==> config.mk <==
export PLATFORM = sky130hd
export DESIGN_NAME = handshake_arbiter
export DESIGN_NICKNAME = d
export VERILOG_FILES = /design/src/rtl/handshake_arbiter.sv
export SDC_FILE = /design/constraint.sdc
export NUM_CORES = 1
export LEC_CHECK = 0
export BUFFER_PORTS_ARGS = -buffer_cell sky130_fd_sc_hd__buf_2
export CAP_MARGIN = 10
export CORE_ASPECT_RATIO = 1.25
export CORE_MARGIN = 4
export CORE_UTILIZATION = 48
export DETAILED_ROUTE_END_ITERATION = 8
export PLACE_DENSITY_LB_ADDON = 0.3
export SKIP_LAST_GASP = 1
export SYNTH_ARGS = -nofsm -noshare
export SYNTH_HDL_FRONTEND = slang
export SYNTH_SLANG_ARGS = --single-unit
==> constraint.sdc <==
create_clock -name clk -period 2.1 [get_ports clk]
set_input_delay 0.105 -clock clk [delete_from_list [all_inputs] [get_ports clk]]
set_output_delay 0.105 -clock clk [all_outputs]
set_load 0.05 [all_outputs]
==> src/rtl/handshake_arbiter.sv <==
// Round-robin arbiter sharing one four-phase req/ack pipeline input among N
// requesters; latches the winner's data word and closes both handshakes in turn.
module handshake_arbiter #(
    parameter int N = 4,
    parameter int W = 16
) (
    input  logic           clk,
    input  logic           rst,
    input  logic [N-1:0]   src_req,
    output logic [N-1:0]   src_ack,
    input  logic [N*W-1:0] src_data,
    output logic           pipe_req,
    input  logic           pipe_ack,
    output logic [W-1:0]   pipe_data,
    output logic [N-1:0]   grant,
    output logic           busy,
    output logic [15:0]    xfer_count
);
    localparam int PW = (N > 1) ? $clog2(N) : 1;

    typedef enum logic [1:0] {IDLE, SEND, RELEASE, ACK} state_t;

    state_t        state_q;
    logic [PW-1:0] ptr_q;
    logic [PW-1:0] ptr_d;
    logic [PW-1:0] gidx_q;
    logic [N-1:0]  grant_q;
    logic [N-1:0]  src_ack_q;
    logic          pipe_req_q;
    logic [W-1:0]  pipe_data_q;
    logic [15:0]   xfer_count_q;

    logic          win_valid;
    logic [PW-1:0] win_idx;
    logic [PW-1:0] cand;

    // Scan downward so the candidate closest to ptr (lowest offset) wins.
    always_comb begin
        // NOTE: every variable gets a default before any branch, so no latch is inferred.
        win_valid = 1'b0;
        win_idx   = '0;
        cand      = '0;
        for (int k = N - 1; k >= 0; k--) begin
            cand = PW'((int'(ptr_q) + k) % N);
            if (src_req[cand]) begin
                win_valid = 1'b1;
                win_idx   = cand;
            end
        end
    end

    assign ptr_d = (gidx_q == PW'(N - 1)) ? '0 : gidx_q + 1'b1;

    always_ff @(posedge clk or posedge rst) begin
        // NOTE: all registers, pipe_data included, clear asynchronously so outputs drop without a clock.
        if (rst) begin
            state_q      <= IDLE;
            ptr_q        <= '0;
            gidx_q       <= '0;
            grant_q      <= '0;
            src_ack_q    <= '0;
            pipe_req_q   <= 1'b0;
            pipe_data_q  <= '0;
            xfer_count_q <= '0;
        end else begin
            // NOTE: non-blocking updates so every register samples pre-edge values.
            case (state_q)
                IDLE: begin
                    if (win_valid) begin
                        gidx_q      <= win_idx;
                        grant_q     <= N'(1) << win_idx;
                        pipe_data_q <= src_data[win_idx*W +: W];
                        pipe_req_q  <= 1'b1;
                        state_q     <= SEND;
                    end
                end
                SEND: begin
                    if (pipe_ack) begin
                        pipe_req_q <= 1'b0;
                        state_q    <= RELEASE;
                    end
                end
                RELEASE: begin
                    if (!pipe_ack) begin
                        src_ack_q <= grant_q;
                        state_q   <= ACK;
                    end
                end
                ACK: begin
                    if (!src_req[gidx_q]) begin
                        src_ack_q    <= '0;
                        grant_q      <= '0;
                        ptr_q        <= ptr_d;
                        xfer_count_q <= xfer_count_q + 16'd1;
                        state_q      <= IDLE;
                    end
                end
                default: state_q <= IDLE;
            endcase
        end
    end

    assign src_ack    = src_ack_q;
    assign pipe_req   = pipe_req_q;
    assign pipe_data  = pipe_data_q;
    assign grant      = grant_q;
    assign busy       = (state_q != IDLE);
    assign xfer_count = xfer_count_q;

endmodule

# == Word-level counts from Yosys, hierarchy flattened ==
# Cells that the tools add are included.
# word_totals
mem_bits_ro,0
reg_bits,47
word_cells,72
in_bits,71
mem_bits_rw,0
latchBits,0
mem_count,0
# classes
magnitude_cmp,5
n_div,0
n_reduce_logical,11
n_addsub,5
mux,32
n_eq_ne,8
multipliers,0
shifts,2
bitwise_logic,1
# op_table
op,n
indexed part select 64 x 7 -> 16 bit,1
2-to-1 mux 2 bit,9
"adder 16 x 1 -> 16 bit, second input constant",1
one-hot mux 4 bit (2 select lines),2
"less-than comparator 2 x 3 -> 1 bit, second input constant",5
2-to-1 mux 4 bit,3
2-to-1 mux 1 bit,11
binary-select mux 1 bit (select 2 bit),5
AND reduction 3 bit,3
"inequality test 2 bit, second input constant",4
one-hot mux 2 bit (4 select lines),1
nonzero test 2 bit,4
"== test 2 bit, second input constant",3
"adder 2 x 1 -> 2 bit, second input constant",2
"adder 2 bit, second input constant",2
AND reduction 2 bit,2
AND reduction 4 bit,1
"left shift 1 x 2 -> 4 bit, first input constant",1
"== test 2 x 1 -> 1 bit, second input constant",1
zero test 2 bit,1
one-hot mux 1 bit (2 select lines),1
inverter 1 bit,1

# == Logic depth before layout (Yosys ltp) ==
# Gate-level depths: netlist (run 1).
# logic_depth
word_depth,10
ltp_mapped,9

# == Worst setup path before layout (run 1) ==
# No wires, ideal clock.
# synth_timing
path_type,reg2reg
start,register state_q[0]
end,"register pipe_data_q[0], in the netlist pipe_data[0]"
path_stages_with_launch,9
setup_time_ps,142
n_path_buf,1
slack_ps,97
t_arrival_ps,1862
path_cell_list,dfrtp_1 > inv_1 > ha_1 > inv_1 > nor2_2 > o221ai_2 > buf_4 > a211oi_2 > a211oi_1
# synth_between
elab_chain_len,2
# synth_lines
element,line,text
from (decl),23,state_t state_q;
from (signal assigned),57,state_q <= IDLE;
from (signal assigned),74,state_q <= SEND;
from (signal assigned),80,state_q <= RELEASE;
zero test 2 bit,67,case (state_q)
AND reduction 2 bit (no source line),-,
to (signal assigned),72,pipe_data_q <= src_data[win_idx*W +: W];
to (decl),30,logic [W-1:0] pipe_data_q;
# Every way passes these cells.
# A chain may end at the register's enable or synchronous reset.

# == Worst setup path after layout (run 1) ==
# layout_timing
start,register ptr_q[1]
end,"register pipe_data_q[8], in the netlist pipe_data[8]"
# layout_between
elab_chain_len,8
word_cells_on_any_way,21
cone_classes,add/sub: 3; shift: 1; mux: 16; reduce/logical: 1
# layout_lines
element,line,text
from (decl),24,logic [PW-1:0] ptr_q;
from (signal assigned),93,ptr_q <= ptr_d;
adder 2 bit,44,cand = PW'((int'(ptr_q) + k) % N);
binary-select mux 1 bit (select 2 bit),45,if (src_req[cand]) begin
2-to-1 mux 1 bit (implied by the code),45,
2-to-1 mux 2 bit or 2-to-1 mux 1 bit (tied branches) (4 in a row),45,
indexed part select 64 x 7 -> 16 bit or AND reduction 2 bit (tied branches),-,
# Several ways; a longest one is shown, not always the timed one. The select of a mux whose other input is x is not followed.

==> metrics.cfg, run 1 <==
[setup_path]
critPathKind=reg -> reg
ff2ff_setup_slack_ns=0.14
crit_fanout=17
critPathCapture=pipe_data[8]$_DFFE_PP0P_
r2r_end=pipe_data[8]$_DFFE_PP0P_
reg2reg_from=ptr_q[1]$_DFFE_PP0P_
startpoint_type=register
critPathRequiredTime_ns=2.30
crit_path_end_kind=register
critPathLaunch=ptr_q[1]$_DFFE_PP0P_
critPathArrivalTime_ns=2.16
ff2ff_path_depth=7

[worst_hold_path]
min_path_cells=4
hp-class=in -> reg

[power_and_ir_drop]
clkPwrFrac=0.109
irDropWorstVdd_mv=0.905
p_int_mw=2.34
swShare=0.519
powerDensity_nw_per_um2=1410
power_frac_seq=0.299
power.leakage_nw=1.68
pwr-share-comb=0.592
power_switching_mw=2.52

[drt]
wl_mm=6.47
vias=2390
ant_nets=0
drtIter0Drc=61
routedWlPerCell_microns=14.4
dr.pass1.iters=4
via_per_inst=5.33
drc=0

[cts]
cts_inserted_buffers=5
path_clk_slew_ns=0.08
cts.path.max_buffers=2
cts_tree=built
cts_root_buffer=clkbuf_8
clkLatencyLatePin_ns=0.29
htreeDepth=2
postCtsSetupBuffers=0
clock-sinks=47

[place]
place_congestion=0.862
numPortBuffers=112
hpwl_mm=4.99
place_inst=439

[final_layout]
area_delta_synth_final_pct=27.0
drive_above_1_share=0.391
diodes=0
nets=461
final_util=0.633
final_common_cell=buf_2
stdcell_count=448
final_cell_mix=buf_2, dfrtp_1, nor2_1

[sta]
finalHoldViolCount=0
worst_pin_slew_ns=0.677
slew_headroom=0.548
fin_crit_ns=1.96
finalCritPeriodShare=0.933
clock_skew_ns=0.00840
slew_violations=0
grt_setup_unrepaired=false
max_freq_mhz=511
setup_viol=0

[logic_synthesis]
yosys.area.top_type_share=0.434
ys_top_cells_by_area=dfrtp_1, a211oi_1, mux2i_1
syn_area_sq_um=2710
ys_ff_latch=47
post_synth_num_cell_types=42
postSynthAreaPerCell_sq_um=10.1
ys_seq_area_frac=0.434
yosysTopAreaCell=dfrtp_1
synth_cells=268
synth.net_count=346
yosys_warnings=0

[global_routing]
grt_use_total=0.191
antenna_found_initial=0
overflow=0
grt_pass1_wl_mm=10.8
grt_max_degree=48
grt_pass1_vias=2495

[outcome]
status=complete, no violations

[floorplanning]
die-area_sq_um=6930
num_rows=30
die_y_microns=92.1
core_sq_um=5440
die_w_microns=75.2
io_pins=113
start_util=0.498

[flow_run]
max-cap-violations=0

==> state kept, by name (all words and copies together) (netlist names) <==
name        count
state_q         2
ptr_q           2
grant           4
pipe_req        1
pipe_data      16
gidx_q          2
src_ack         4
xfer_count     16
==> cell type report <==
cell class | count | area [sq um]
Fill cell | 468 | 2000
Clock buffer | 6 | 72.6
Tap cell | 64 | 80.1
Inverter | 11 | 41.3
Sequential cell | 47 | 1180
Multi-Input combinational cell | 195 | 1420
Timing Repair Buffer | 123 | 646
Clock inverter | 2 | 12.5
==> layer usage <==
layer	up-vias	share of wire	GRT usage
li1	1198	-	-
met1	1095	0.39	0.218
met2	87	0.52	0.347
met3	10	0.067	0.0395
met4	0	0.017	0.0598
met5	-	0	0
==> kinds of logic after synthesis <==
family | synth area share
simple gates | 0.136
xor+xnor | 0.0484
flops | 0.434
buf+inv | 0.0494
compound gates | 0.225
mux | 0.0756
fa+ha+maj | 0.0323
==> Yosys cell counts (all sizes together) <==
cell / n
o32a: 1
xor2: 3
nor4: 1
dfrtp: 47
nand4: 5
ha: 7
a22oi: 1
nor2: 26
mux2i: 16
o221ai: 3
and2: 3
clkbuf: 5
a21o: 1
nand3: 6
nor2b: 1
a211oi: 32
xnor2: 12
or3: 1
a21boi: 17
o41ai: 1
mux4: 1
nand3b: 4
nand2: 20
inv: 11
and4: 1
nand2b: 2
buf: 10
a21oi: 6
o31ai: 1
o22a: 2
and3: 4
mux2: 2
o21ai: 15
==> power groups by stage <==
stage          registers (mW)  logic (mW)  clock network (mW)
6_report                 1.46        2.88               0.528
5_1_grt                  1.50        3.14               0.573
3_5_place_dp             1.48        2.89                   0
2_1_floorplan            2.33        1.31                   0
3_3_place_gp             1.46        2.84                   0
4_1_cts                  1.46        2.90               0.551
==> through the flow <==
step           power, mW  setup WS [ns]  hold WS [ns]  setup TNS [ns]  cell area, sq um
2_1_floorplan       3.65         0.0966         0.253               0              2710
3_3_place_gp        4.30          0.113         0.292               0              3340
3_5_place_dp        4.36        -0.0422         0.299          -0.104              3340
4_1_cts             4.91        0.00767         0.129               0              3430
5_1_grt             5.22         0.0215         0.142               0              3450
6_report            4.86          0.141         0.137               0              3450
==> how the worst min path moves through the flow <==
stage | start | endpoint | slack, ns
after floorplan | src_req[2] | grant[2]$_DFFE_PP0P_ | 0.25
after global placement | rst | xfer_count[9]$_DFFE_PP0P_ | 0.29
after detailed placement | rst | xfer_count[10]$_DFFE_PP0P_ | 0.30
after CTS | pipe_ack | pipe_req$_DFFE_PP0P_ | 0.13
after global routing | src_data[17] | pipe_data[1]$_DFFE_PP0P_ | 0.14
final | pipe_ack | pipe_req$_DFFE_PP0P_ | 0.14
==> critical path, stage by stage (launching register included) <==
cell and delay, ns:
dfrtp_1 0.42, buf_4 0.18, a21boi_0 0.19, o32a_1 0.20, buf_4 0.22, nand2_4 0.21, mux2i_1 0.18, a211oi_1 0.25
==> timing repair <==
item                       in CTS  in global routing
resized for setup               1                  2
setup endpoints to repair       7                 16
hold buffers                    1                  0
pin swaps                       0                  0
hold endpoints to repair       47                  0
Power figures use the tool's default switching activity.
==> run 2: changes to the inputs <==
--- a/config.mk
+++ b/config.mk
@@ -8,10 +8,9 @@
 export BUFFER_PORTS_ARGS = -buffer_cell sky130_fd_sc_hd__buf_2
 export CAP_MARGIN = 10
 export CORE_ASPECT_RATIO = 1.25
-export CORE_MARGIN = 4
 export CORE_UTILIZATION = 48
 export DETAILED_ROUTE_END_ITERATION = 8
-export PLACE_DENSITY_LB_ADDON = 0.3
+export PLACE_DENSITY = 0.82
 export SKIP_LAST_GASP = 1
 export SYNTH_ARGS = -nofsm -noshare
 export SYNTH_HDL_FRONTEND = slang
==> metrics.cfg, run 2 (synthesis results as in run 1) <==
[outcome]
status=complete, no violations  ; unchanged

[global_routing]
grt_use_total=0.221  ; was 0.191
grt_pass1_wl_mm=10.6  ; was 10.8 mm
overflow=0  ; unchanged
antenna_found_initial=0  ; unchanged
grt_max_degree=24  ; was 48
grt_pass1_vias=2317  ; was 2495

[sta]
clock_skew_ns=0.00970  ; was 0.00840 ns
worst_slack_ns=0.197  ; was 0.141 ns
slew_headroom=0.535  ; was 0.548
grt_setup_unrepaired=false  ; unchanged
max_freq_mhz=525  ; was 511 MHz
finalCritPeriodShare=0.906  ; was 0.933
setup_viol=0  ; unchanged
worst_pin_slew_ns=0.697  ; was 0.677 ns
holdWs_ns=0.126  ; was 0.137 ns
finalHoldViolCount=0  ; unchanged
slew_violations=0  ; unchanged
fin_crit_ns=1.90  ; was 1.96 ns

[floorplanning]
die-area_sq_um=5960  ; was 6930 sq um
die_y_microns=86.1  ; was 92.1 microns
die_w_microns=69.2  ; was 75.2 microns
num_rows=30  ; unchanged
io_pins=113  ; unchanged
core_sq_um=5440  ; unchanged
start_util=0.498  ; unchanged

[power_and_ir_drop]
irDropWorstVdd_mv=0.792  ; was 0.905 mV
power_mw=4.92  ; was 4.86 mW
powerDensity_nw_per_um2=1430  ; was 1410 nW/um^2
power.leakage_nw=1.68  ; about the same

[final_layout]
nets=461  ; unchanged
stdcell_count=448  ; unchanged
drive_above_1_share=0.393  ; was 0.391
area_delta_synth_final_pct=27.1  ; was 27.0%
final_area_sq_um=3450  ; about the same
final_cell_mix=buf_2, dfrtp_1, nor2_1  ; unchanged
final_common_cell=buf_2  ; unchanged
diodes=0  ; unchanged

[setup_path]
critPathKind=reg -> reg  ; unchanged
critPathLaunch=ptr_q[1]$_DFFE_PP0P_  ; unchanged
ff2ff_setup_slack_ns=0.20  ; was 0.14 ns
max_stage_delay_ns=0.47  ; was 0.42 ns
critPathSlowestCell=dfrtp_1  ; unchanged
startpoint_type=register  ; unchanged
reg2reg_from=ptr_q[1]$_DFFE_PP0P_  ; unchanged
critPathArrivalTime_ns=2.11  ; was 2.16 ns
crit_path_end_kind=register  ; unchanged
critPathRequiredTime_ns=2.31  ; was 2.30 ns
crit_chain=mux2_2, nand2_1, buf_4, nand2_4, mux2i_1, a211oi_1  ; was buf_4, a21boi_0, o32a_1, buf_4, nand2_4, mux2i_1, a211oi_1
crit_fanout=17  ; unchanged

[drt]
via_per_inst=5.47  ; was 5.33
routedWlPerCell_microns=14.4  ; about the same
vias=2450  ; was 2390
dr.pass1.iters=4  ; unchanged
drtIter0Drc=94  ; was 61
drc=0  ; unchanged
ant_nets=0  ; unchanged
wl_mm=6.45  ; was 6.47 mm

[worst_hold_path]
hp-class=in -> reg  ; unchanged
worstHoldStart=src_data[20]  ; was pipe_ack

[place]
place_congestion=0.819  ; was 0.862
numPortBuffers=112  ; unchanged
hpwl_mm=4.89  ; was 4.99 mm
place_inst=439  ; unchanged
place_area_sq_um=3340  ; unchanged
place_ws_ns=-0.0292  ; was -0.0422 ns

[cts]
clkLatencyLatePin_ns=0.30  ; was 0.29 ns
htreeDepth=2  ; unchanged
cts_inserted_buffers=5  ; unchanged
cts.path.max_buffers=2  ; unchanged
clock-sinks=47  ; unchanged
cts_tree=built  ; unchanged
postCtsSetupBuffers=0  ; unchanged
cts_root_buffer=clkbuf_8  ; unchanged
path_clk_slew_ns=0.09  ; was 0.08 ns

[flow_run]
max-cap-violations=0  ; unchanged

-- run 2: changes by cell type in the layout (fill, tap and decap cells not counted), sizes merged --
cell,delta
clkbuf,+1
clkinvlp,-1
-- run 2: power by group --
group          switching, mW  leakage, nW  internal (mW)
logic                   2.01         1.05          0.862
registers              0.237        0.586           1.23
clock network          0.302       0.0484          0.270
total                   2.55         1.68           2.36
-- run 2: through the flow --
| step | setup TNS, ns | utilization |
|---|---|---|
| 2_1_floorplan | 0 | - |
| 3_3_place_gp | 0 | 0.613 |
| 3_5_place_dp | -0.121 | 0.613 |
| 4_1_cts | 0 | 0.633 |
| 5_1_grt | 0 | 0.633 |
| 6_report | 0 | 0.633 |
-- run 2: layout make-up --
| class | count | area (sq um) |
|---|---|---|
| Fill cell | 471 | 2000 |
| Multi-Input combinational cell | 195 | 1410 |
| Sequential cell | 47 | 1180 |
| Timing Repair Buffer | 123 | 646 |
| Clock buffer | 7 | 86.3 |
| Tap cell | 64 | 80.1 |
| Inverter | 11 | 41.3 |
| Clock inverter | 1 | 8.76 |
-- run 2: per-layer routing --
layer | vias up | global-route usage | routed length, microns
met5 | - | 0 | 0
met4 | 0 | 0.0668 | 80
met3 | 6 | 0.0423 | 310
met2 | 89 | 0.417 | 3470
met1 | 1162 | 0.252 | 2600
li1 | 1193 | - | -
-- run 2: final timing paths --
check                                                   to  cells after the start
worst max register to register   pipe_data[12]$_DFFE_PP0P_                      6
min in group asynchronous         pipe_data[9]$_DFFE_PP0P_                      3
max in group asynchronous        xfer_count[0]$_DFFE_PP0P_                      4
worst min register to register  xfer_count[15]$_DFFE_PP0P_                      1
worst max-delay path             pipe_data[12]$_DFFE_PP0P_                      6
worst min-delay path              pipe_data[4]$_DFFE_PP0P_                      3
-- run 2: timing repair --
action | 4_1_cts | 5_1_grt
endpoints found under the setup margin | 16 | 16
hold endpoints to repair | 12 | 0
gates resized for setup | 1 | 2
hold buffers | 1 | 0
-- run 2: worst max-delay path, delay by kind of cell (launching register included) --
kind | cells | cell delay (ns)
mux | 2 | 0.55
buf+inv | 1 | 0.22
simple gates | 2 | 0.30
compound gates | 1 | 0.27
flops | 1 | 0.47
